<file path="src/rtl/adder_rr_arbiter.sv">
`default_nettype none
// ============================================================================
//  Module      : adder_rr_arbiter
//  Description : Round-robin arbiter sharing one combinational adder/subtractor
//                among NUM_REQ requesters, with a one-entry response register.
//  Revision    : 1.0 - initial release
// ============================================================================
module adder_rr_arbiter #(
    parameter int NUM_REQ = 4,
    parameter int WIDTH   = 32,
    parameter int ID_W    = 2
) (
    input  logic                     clk,
    input  logic                     rst,
    input  logic [NUM_REQ-1:0]       req_valid,
    output logic [NUM_REQ-1:0]       req_ready,
    input  logic [NUM_REQ*WIDTH-1:0] req_a,
    input  logic [NUM_REQ*WIDTH-1:0] req_b,
    input  logic [NUM_REQ-1:0]       req_sub,
    output logic [WIDTH-1:0]         add_a,
    output logic [WIDTH-1:0]         add_b,
    output logic                     add_cin,
    input  logic [WIDTH-1:0]         add_s,
    input  logic                     add_cout,
    output logic                     rsp_valid,
    input  logic                     rsp_ready,
    output logic [ID_W-1:0]          rsp_id,
    output logic [WIDTH-1:0]         rsp_sum,
    output logic                     rsp_cout,
    output logic                     rsp_ovf
);

    localparam logic [0:0]      c_st_empty = 1'b0;
    localparam logic [0:0]      c_st_full  = 1'b1;
    localparam logic [ID_W-1:0] c_last_idx = ID_W'(NUM_REQ - 1);

    logic [0:0]       r_state;
    logic [ID_W-1:0]  r_rr_ptr;
    logic [WIDTH-1:0] r_sum;
    logic             r_cout;
    logic             r_ovf;
    logic [ID_W-1:0]  r_id;

    logic [WIDTH-1:0] w_a   [NUM_REQ];
    logic [WIDTH-1:0] w_b   [NUM_REQ];
    logic             w_can_issue;
    logic             w_found;
    logic             w_grant;
    logic [ID_W-1:0]  w_gnt_idx;
    logic [ID_W-1:0]  w_idx;
    logic             w_ovf;

    generate
        for (genvar gi = 0; gi < NUM_REQ; gi++) begin : g_unpack
            assign w_a[gi] = req_a[gi*WIDTH +: WIDTH];
            assign w_b[gi] = req_b[gi*WIDTH +: WIDTH];
        end
    endgenerate

    // Reset blocks issue so nothing presented during reset is accepted.
    assign w_can_issue = !rst && ((r_state == c_st_empty) || rsp_ready);

    // Walk from the farthest offset down so the nearest valid one to rr_ptr wins.
    always_comb begin
        w_found   = 1'b0;
        w_gnt_idx = '0;
        w_idx     = '0;
        for (int i = NUM_REQ - 1; i >= 0; i--) begin
            w_idx = ID_W'((int'(r_rr_ptr) + i) % NUM_REQ);
            if (req_valid[w_idx]) begin
                w_found   = 1'b1;
                w_gnt_idx = w_idx;
            end
        end
    end

    assign w_grant = w_can_issue && w_found;

    always_comb begin
        req_ready = '0;
        for (int i = 0; i < NUM_REQ; i++) begin
            req_ready[i] = w_grant && (w_gnt_idx == ID_W'(i));
        end
    end

    always_comb begin
        add_a   = '0;
        add_b   = '0;
        add_cin = 1'b0;
        if (w_grant) begin
            add_a   = w_a[w_gnt_idx];
            add_b   = req_sub[w_gnt_idx] ? ~w_b[w_gnt_idx] : w_b[w_gnt_idx];
            add_cin = req_sub[w_gnt_idx];
        end
    end

    assign w_ovf = (add_a[WIDTH-1] == add_b[WIDTH-1]) && (add_s[WIDTH-1] != add_a[WIDTH-1]);

    always_ff @(posedge clk) begin
        if (rst) begin
            r_state  <= c_st_empty;
            r_rr_ptr <= '0;
            r_sum    <= '0;
            r_cout   <= 1'b0;
            r_ovf    <= 1'b0;
            r_id     <= '0;
        end else if (w_grant) begin
            r_state  <= c_st_full;
            r_rr_ptr <= (w_gnt_idx == c_last_idx) ? '0 : w_gnt_idx + 1'b1;
            r_sum    <= add_s;
            r_cout   <= add_cout;
            r_ovf    <= w_ovf;
            r_id     <= w_gnt_idx;
        end else if (rsp_ready) begin
            r_state  <= c_st_empty;
        end
    end

    assign rsp_valid = (r_state == c_st_full);
    assign rsp_sum   = r_sum;
    assign rsp_cout  = r_cout;
    assign rsp_ovf   = r_ovf;
    assign rsp_id    = r_id;

endmodule
`default_nettype wire

</file>
<file path="config.mk">
export PLATFORM = sky130hd
export DESIGN_NAME = adder_rr_arbiter
export DESIGN_NICKNAME = d
export VERILOG_FILES = /design/src/rtl/adder_rr_arbiter.sv
export SDC_FILE = /design/constraint.sdc
export NUM_CORES = 1
export LEC_CHECK = 0
export ABC_CLOCK_PERIOD_IN_PS = 1950
export BUFFER_PORTS_ARGS = -buffer_cell sky130_fd_sc_hd__buf_2
export CAP_MARGIN = 5
export CORE_AREA = 2 2 157 159
export DETAILED_ROUTE_END_ITERATION = 16
export DIE_AREA = 0 0 159 161
export PLACE_DENSITY = 0.57
export SLEW_MARGIN = 20
export SYNTH_ARGS = -nofsm -noshare
export SYNTH_HDL_FRONTEND = slang
export SYNTH_SLANG_ARGS = --single-unit
</file>
<file path="constraint.sdc">
create_clock -name clk -period 1.95 [get_ports clk]
set_input_delay 0.0975 -clock clk [delete_from_list [all_inputs] [get_ports clk]]
set_output_delay 0.0975 -clock clk [all_outputs]
set_load 0.02 [all_outputs]
</file>
==> impl_metrics.env, run 1 <==
export IMPL_yosysWarnings=0
export IMPL_crit_start="r_rr_ptr[0]"
export IMPL_power_leakage_uw=0.00461
export IMPL_crit_path_frequent_cell="buf_6"
export IMPL_drt_iter0_drc=413
export IMPL_critPathMaxStageDelay_ps=390
export IMPL_drive_gt1_share_pct=64.3
export IMPL_setup_tns_ps=-28100
export IMPL_fmax_mhz=413
export IMPL_ios=406
export IMPL_grt_pass1_vias=6626
export IMPL_grt_first_pass_wirelength_um=35400
export IMPL_setup_violations=71
export IMPL_maxCapViolCount=0
export IMPL_synth_top_area_share_pct=23.7
export IMPL_syn_area_per_cell_um2=6.15
export IMPL_syn_num_nets=981
export IMPL_area_growth_syn_to_layout_pct=134
export IMPL_syn_area_mm2=0.00416
export IMPL_firstDrtPassIters=5
export IMPL_core_area_mm2=0.0240
export IMPL_synthTopCellsByArea="nand2_1 (24%), dfxtp_1 (19%), and3_1 (9.8%), a311oi_1 (6.5%), xor2_1 (6.5%)"
export IMPL_dr_total_vias=6871
export IMPL_setup_slack_ps=-474
export IMPL_die_width_um=159
export IMPL_ys_ff_latch=39
export IMPL_gr_usage_all_layers_pct=17.2
export IMPL_post_dp_hpwl_um=17700
export IMPL_synth_most_common_cell="nand2_1"
export IMPL_startpoint_type="flop"
export IMPL_rows=57
export IMPL_cp_max_fo=12
export IMPL_cts_buffers=5
export IMPL_cts_root_buffer="clkbuf_16"
export IMPL_synth_cells=677
export IMPL_clock_path_buffers=2
export IMPL_fin_skew_ps=4.33
export IMPL_io_buffer_count=405
export IMPL_synthFlopType="dfxtp_1"
export IMPL_overflow=0
export IMPL_cp_arrival_ps=2330
export IMPL_numClockSinks=39
export IMPL_hp_class="input port to flop"
export IMPL_antenna_found_initial=6
export IMPL_cpMaxStageDelayCell="a221o_1"
export IMPL_wirelength_um=25800
export IMPL_place_congestion=0.876
export IMPL_die_area_mm2=0.0256
export IMPL_drt_vias_per_instance=4.67
export IMPL_start_util_pct=17.4
export IMPL_grt_max_degree=39
export IMPL_hp_start="add_s[13]"
export IMPL_worstMarginPinSlew_ps=445
export IMPL_ctsHoldBuffers=0
export IMPL_h_tree_depth=2
export IMPL_violations="setup timing"
export IMPL_max_slew_margin_pct=70.2
export IMPL_fin_crit_sh_pct=124
export IMPL_end_kind="output port"
export IMPL_path_class="flop to output port"
export IMPL_use_met1_pct=20.4
export IMPL_path_cells="inv_2 -> a221o_1 -> buf_6 -> nand2_8 -> buf_12 -> buf_16 -> a211oi_4 -> a211oi_2 -> nor2b_4 -> nor2_4 -> buf_6"
export IMPL_route_detailed_drc=0
export IMPL_synthDistinctLibCells=39
export IMPL_synth_top_area_cell="nand2_1"
export IMPL_clk_pin_slew_ps=60
export IMPL_synth_common_cells="nand2_1 (263), and3_1 (65), a21oi_1 (39), dfxtp_1 (39), clkbuf_1 (38)"
export IMPL_worstReg2RegStart="r_rr_ptr[0]"
export IMPL_power_density_mw_per_mm2=731
export IMPL_fp_dieH_um=161
export IMPL_fin_crit_ps=2420
export IMPL_grtUsageMet3_pct=3.54
export IMPL_grtUsageMet2_pct=30.4
export IMPL_hold_viol_final=0
export IMPL_whs_ps=44.1
export IMPL_cts_tree="built"
export IMPL_required_ps=1850
export IMPL_fill_cells=2416
export IMPL_ir_drop_uv=630
export IMPL_grt_busiest_layer="met2"
export IMPL_grt_setup_unrepaired="true"
export IMPL_seq_area_frac_synth_pct=18.8
export IMPL_drtAntennaViolNets=0
export IMPL_drv_slew=0
export IMPL_clkLatencyLatePin_ps=290
export IMPL_synth_edf_count=0
export IMPL_wl_per_cell_um=17.5
export IMPL_async_flop_share_pct=0
export IMPL_nets=1447
export IMPL_outcome="finished with violations"
## flip-flops by register name (all words and copies together) (netlist names)
signal,cells
rsp_id,2
rsp_valid,1
rsp_cout,1
rsp_sum,32
r_rr_ptr,2
rsp_ovf,1
## power by group
group	switching (uW)	internal (uW)	total (uW)
clock	344	610	954
combinational	2660	2620	5280
sequential	36.2	861	897
total	3040	4090	7130
## stage by stage
step                      util (%)  total power, uW  area, um^2  instances  setup slack, ps
after detailed placement      31.8             4610        7630       1417             -311
after floorplan                  -             3190        4740        677            -71.6
after global routing          40.7             7510        9750       1470             -575
after CTS                     36.5             6330        8740       1442             -475
final                         40.7             7130        9750       1471             -474
after global placement        31.8             4590        7630       1417             -287
## worst paths after layout
kind / slack (ps) / endpoint / cells after the start
max: -470 / add_b[31] / 11
min: 40 / rsp_sum[13] / 3
max reg2reg: -310 / rsp_ovf / 12
min reg2reg: 450 / rsp_sum[1] / 2
## routing by layer
| layer | vias up | wire [um] |
|---|---|---|
| li1 | 3273 | - |
| met4 | 4 | 757 |
| met3 | 49 | 1670 |
| met2 | 328 | 13200 |
| met1 | 3217 | 10100 |
| met5 | - | 31 |
## placed cells by master, fill, tap and decap left out, drive strengths merged, types with 2 or more instances in the layout
cell type and instances:
inv 5, clkbuf 13, and3 65, dfxtp 39, a31oi 31, buf 514
nor2 37, ha 4, o21ai 2, o211ai 2, a311oi 31, nand2 266
a211oi 36, bufbuf 2, nor2b 4, diode 3, a21oi 39, xor2 31
and2 4, nand3 4
## layout make-up
class | count | area, um^2 | share of cell area [%]
tap | 324 | 405 | 4.16
antenna | 3 | 7.51 | 0.0770
clock buffer | 5 | 125 | 1.28
clock inverter | 3 | 47.5 | 0.487
inverter | 4 | 30.0 | 0.308
timing repair buffer | 524 | 3970 | 40.7
sequential | 39 | 786 | 8.06
multi-input combinational | 569 | 4380 | 44.9
## cells by family (layout without fill, tap and decap cells)
group / Yosys count / in the layout / synth area share [%]
AOI/OAI and AO/OA: 147 / 147 / 24.4
buffers and inverters: 70 / 536 / 8.39
adders and majority gates: 4 / 4 / 1.20
xor gates and xnor gates: 31 / 31 / 6.52
other: 0 / 3 / 0
and+or+nand+nor: 385 / 386 / 40.4
DFF: 39 / 39 / 18.8
muxes: 1 / 1 / 0.241
## timing repair
action                     CTS  global route
gates resized for setup    171           143
gates cloned                 8             8
setup endpoints to repair   71            71
setup buffers                9            21
pin swaps                   22            60
## critical path: cells and delay by family, from the launching register on
family	cells	cell delay, ps
and+or+nand+nor	3	310
AOI/OAI and AO/OA	3	760
DFF	1	350
buffers and inverters	5	610
Note: power is estimated with default switching activity, not from simulation.
==> inputs of run 2 (changes only) <==
- SKIP_LAST_GASP: unset -> 1
==> impl_metrics.env, run 2 (synthesis gave the netlist of run 1 again) <==
export IMPL_clk_pin_slew_ps=60
export IMPL_rows=57
export IMPL_cts_root_buffer="clkbuf_16"
export IMPL_clock_path_buffers=2
export IMPL_grt_busiest_layer="met2"
export IMPL_end_kind="output port"
export IMPL_drt_iter0_drc=447
export IMPL_core_area_mm2=0.0240
export IMPL_h_tree_depth=2
export IMPL_cp_max_fo=7
export IMPL_mostFrequentLayoutCell="buf_2"
export IMPL_path_class="flop to output port"
export IMPL_layout_common_cells="buf_2 (347), nand2_1 (252), buf_4 (74), buf_6 (59), and3_1 (54)"
export IMPL_post_dp_hpwl_um=17700
export IMPL_grt_first_pass_wirelength_um=35100
export IMPL_power_density_mw_per_mm2=733
export IMPL_swShare_pct=42.8
export IMPL_fin_crit_ps=2470
export IMPL_route_detailed_drc=0
export IMPL_largest_reg_flops=32
export IMPL_cts_tree="built"
export IMPL_startpoint_type="flop"
export IMPL_combPwrFrac_pct=73.4
export IMPL_antenna_found_initial=6
export IMPL_r2r_end="rsp_ovf"
export IMPL_grt_max_degree=39
export IMPL_cts_buffers=5
export IMPL_maxCapViolCount=0
export IMPL_use_met1_pct=20.3
export IMPL_fp_dieH_um=161
export IMPL_drtAntennaViolNets=0
export IMPL_overflow=0
export IMPL_hp_class="input port to flop"
export IMPL_gr_usage_all_layers_pct=17.0
export IMPL_drive_gt1_share_pct=59.8
export IMPL_grt_setup_unrepaired="true"
export IMPL_ir_drop_uv=628
export IMPL_grtUsageMet3_pct=3.52
export IMPL_net_switching_power_uw=2970
export IMPL_nets=1448
export IMPL_drv_slew=0
export IMPL_fmax_mhz=405
export IMPL_max_slew_margin_pct=69.2
export IMPL_place_congestion=0.876
export IMPL_worstMarginPinSlew_ps=461
export IMPL_fill_cells=2446
export IMPL_multi_input_area_mm2=0.00414
export IMPL_numClockSinks=39
export IMPL_setup_slack_ps=-522
export IMPL_io_buffer_count=405
export IMPL_r2r_slack_ps=-310
export IMPL_final_util_pct=39.6
export IMPL_die_area_mm2=0.0256
export IMPL_violations="setup timing"
export IMPL_fin_skew_ps=4.91
export IMPL_seq_power_share_pct=12.9
export IMPL_wl_per_cell_um=17.4
export IMPL_wirelength_um=25600
export IMPL_hold_viol_final=0
export IMPL_power_leakage_uw=0.00459
export IMPL_grt_pass1_vias=6539
export IMPL_firstDrtPassIters=5
export IMPL_required_ps=1850
export IMPL_outcome="finished with violations"
export IMPL_clkPwrFrac_pct=13.7
export IMPL_worstReg2RegStart="r_rr_ptr[1]"
export IMPL_hold_end="rsp_sum[2]"
export IMPL_ios=406
export IMPL_start_util_pct=17.4
export IMPL_setup_violations=71
export IMPL_dr_total_vias=6803
export IMPL_hp_start="add_s[2]"
export IMPL_fin_crit_sh_pct=127
export IMPL_whs_ps=43.4
export IMPL_total_power_uw=6950
export IMPL_intPower_uw=3980
export IMPL_die_width_um=159
export IMPL_grtUsageMet2_pct=30.5
export IMPL_drt_vias_per_instance=4.62
export IMPL_clkLatencyLatePin_ps=280
export IMPL_hold_path_depth=3
export IMPL_cp_arrival_ps=2370
export IMPL_area_growth_syn_to_layout_pct=128
export IMPL_reg2reg_depth=11
export IMPL_final_seq_area_um2=786
-- run 2: cell count changes in the layout (fill, tap and decap cells not counted), sizes merged --
| cell | delta |
|---|---|
| buf | +1 |
| diode | +1 |
-- run 2: worst max-delay path by stage --
stage / from / depth (start not counted) / end / slack, ps
final: r_rr_ptr[1] / 12 / add_b[17] / -520
after global routing: r_rr_ptr[1] / 12 / add_b[17] / -620
after CTS: r_rr_ptr[1] / 9 / add_b[31] / -480
after detailed placement: r_rr_ptr[1] / 9 / add_b[31] / -310
after global placement: r_rr_ptr[1] / 9 / add_b[31] / -290
after floorplan: r_rr_ptr[1] / 6 / add_a[3] / -70
-- run 2: what timing repair did --
| item | in CTS | in global routing |
|---|---|---|
| setup buffers | 9 | 19 |
| endpoints found under the setup margin | 71 | 71 |
| cloned | 8 | 9 |
| hold buffers | 0 | 0 |
| pin swaps | 17 | 30 |
| hold endpoints to repair | 0 | 0 |
| resized for setup | 128 | 128 |
-- run 2: layout make-up --
type	instances	share of cell area [%]
diodes	4	0.105
inverters	4	0.290
repair buffers	525	41.6
well taps	324	4.27
multi-input cells	569	43.6
clock buffers	5	1.32
flip-flops and latches	39	8.28
clock inverters	3	0.501
-- run 2: worst max-delay path: stages, from the launching register on --
cell and delay, ps:
dfxtp_4 370, nand2_2 60, a221o_1 350, buf_6 160
nand2_8 130, inv_8 60, buf_12 150, buf_6 130
nand2_4 70, a31oi_4 100, xor2_2 200, nor2_2 160
buf_6 140
-- run 2: stage by stage --
| step | instance area (um^2) | cells | setup slack (ps) | TNS, ps |
|---|---|---|---|---|
| 3_3_place_gp | 7630 | 1417 | -287 | -7840 |
| 6_report | 9490 | 1473 | -522 | -28660 |
| 5_1_grt | 9490 | 1471 | -616 | -36480 |
| 2_1_floorplan | 4740 | 677 | -71.6 | -346 |
| 3_5_place_dp | 7630 | 1417 | -311 | -9800 |
| 4_1_cts | 8580 | 1442 | -475 | -28540 |
-- run 2: per-layer routing --
metal	part of all wire (%)	wire length [um]	vias to the layer above
met3	7.0	1780	50
met4	3.1	784	2
met1	39	9980	3145
met5	0.047	12	-
li1	-	-	3275
met2	51	13000	331
-- run 2: power groups by stage --
stage	logic (uW)	clock network (uW)	registers, uW
2_1_floorplan	2210	0	978
3_3_place_gp	3680	0	910
3_5_place_dp	3700	0	913
4_1_cts	4350	972	898
5_1_grt	5440	998	906
6_report	5100	956	897
==> inputs of run 3 (changes only) <==
- PLACE_DENSITY: 0.57 -> unset
- TNS_END_PERCENT: unset -> 20
==> impl_metrics.env, run 3 (synthesis gave the netlist of run 1 again) <==
export IMPL_setup_slack_ps=-482
export IMPL_clock_path_buffers=2
export IMPL_h_tree_depth=2
export IMPL_r2r_end="rsp_ovf"
export IMPL_dr_total_vias=6609
export IMPL_max_slew_margin_pct=71.2
export IMPL_clk_pin_slew_ps=60
export IMPL_start_util_pct=17.4
export IMPL_seq_power_share_pct=15.0
export IMPL_overflow=0
export IMPL_r2r_slack_ps=-180
export IMPL_outcome="finished with violations"
export IMPL_numClockSinks=39
export IMPL_rows=57
export IMPL_cts_buffers=5
export IMPL_hp_class="input port to flop"
export IMPL_reg2reg_depth=10
export IMPL_drt_vias_per_instance=4.53
export IMPL_layout_common_cells="buf_2 (380), nand2_1 (260), buf_4 (93), and3_1 (65)"
export IMPL_dp_slack_ps=-227
export IMPL_wirelength_um=23900
export IMPL_cp_max_fo=11
export IMPL_io_buffer_count=405
export IMPL_gr_usage_all_layers_pct=17.0
export IMPL_intPower_uw=3380
export IMPL_end_kind="output port"
export IMPL_die_width_um=159
export IMPL_mostFrequentLayoutCell="buf_2"
export IMPL_fin_skew_ps=4.93
export IMPL_final_util_pct=35.2
export IMPL_firstDrtPassIters=5
export IMPL_hold_viol_final=0
export IMPL_ios=406
export IMPL_fin_crit_ps=2430
export IMPL_ir_drop_uv=751
export IMPL_core_area_mm2=0.0240
export IMPL_swShare_pct=43.3
export IMPL_combPwrFrac_pct=71.6
export IMPL_drv_slew=0
export IMPL_fp_dieH_um=161
export IMPL_drive_gt1_share_pct=53.1
export IMPL_area_growth_syn_to_layout_pct=103
export IMPL_clkLatencyLatePin_ps=280
export IMPL_clkPwrFrac_pct=13.4
export IMPL_grt_max_degree=41
export IMPL_place_congestion=0.939
export IMPL_grt_setup_unrepaired="true"
export IMPL_grt_pass1_vias=6389
export IMPL_setup_violations=71
export IMPL_violations="setup timing"
export IMPL_power_density_mw_per_mm2=705
export IMPL_largest_reg_flops=32
export IMPL_path_class="flop to output port"
export IMPL_fin_crit_sh_pct=125
export IMPL_fmax_mhz=411
export IMPL_net_switching_power_uw=2580
export IMPL_antenna_found_initial=5
export IMPL_startpoint_type="flop"
export IMPL_die_area_mm2=0.0256
export IMPL_total_power_uw=5950
export IMPL_worstReg2RegStart="r_rr_ptr[0]"
export IMPL_drtAntennaViolNets=0
export IMPL_endpoint="add_a[15]"
export IMPL_route_detailed_drc=0
export IMPL_wl_per_cell_um=16.4
export IMPL_drt_iter0_drc=340
export IMPL_crit_start="r_rr_ptr[0]"
export IMPL_required_ps=1850
export IMPL_cts_tree="built"
export IMPL_post_dp_hpwl_um=17400
export IMPL_maxCapViolCount=0
export IMPL_cts_root_buffer="clkbuf_16"
export IMPL_grt_first_pass_wirelength_um=35000
export IMPL_nets=1434
export IMPL_worstMarginPinSlew_ps=431
export IMPL_cp_arrival_ps=2330
export IMPL_power_leakage_uw=0.00436
## run 3: power by group through the flow
stage	combinational, uW	sequential [uW]	clock, uW
after floorplan	2030	978	0
after global placement	3480	908	0
after detailed placement	3500	910	0
after CTS	4010	894	816
after global routing	4590	902	842
final	4260	894	796
## run 3: worst min-delay path by stage
stage / to / depth (start not counted) / from
final: rsp_sum[21] / 3 / add_s[21]
after global routing: rsp_sum[16] / 3 / add_s[16]
after CTS: rsp_sum[21] / 3 / add_s[21]
after detailed placement: rsp_sum[29] / 3 / add_s[29]
after global placement: rsp_sum[24] / 3 / add_s[24]
after floorplan: rsp_cout / 2 / add_cout
## run 3: critical path, cell delays in order, from the launching register on
cell and delay [ps]:
dfxtp_4 360, inv_2 40, a221o_1 340, buf_6 150, nand2_8 100, buf_12 120, buf_16 130, buf_12 130
nand2_1 50, and3_1 180, a311oi_2 250, buf_4 180
## run 3: per-layer routing
layer	track usage, %	part of all wire, %	vias up
met3	3.72	7.8	39
met5	0	0.054	-
met1	19.9	39	3009
met2	31.0	50	317
met4	5.37	2.9	2
li1	-	-	3242
## run 3: stage by stage
step	TNS (ps)	area (um^2)	std cells	hold WS (ps)
2_1_floorplan	-3180	4500	677	234
3_3_place_gp	-8450	7430	1422	337
3_5_place_dp	-9310	7430	1422	343
4_1_cts	-32440	8120	1450	41.4
5_1_grt	-38580	8440	1456	42.9
6_report	-29510	8440	1458	48.2
## run 3: final cells by class
class | instances | area [um^2]
sequential | 39 | 786
inverter | 4 | 27.5
fill | 2568 | 15500
timing repair buffer | 512 | 3440
tap | 324 | 405
clock inverter | 1 | 5.00
clock buffer | 7 | 133
antenna | 3 | 7.51
multi-input combinational | 568 | 3630
## run 3: timing repair
item | CTS | global route
gates cloned | 9 | 2
setup endpoints to repair | 71 | 71
pin swaps | 18 | 28
hold buffers | 0 | 0
gates resized for setup | 45 | 50
buffers inserted | 11 | 3
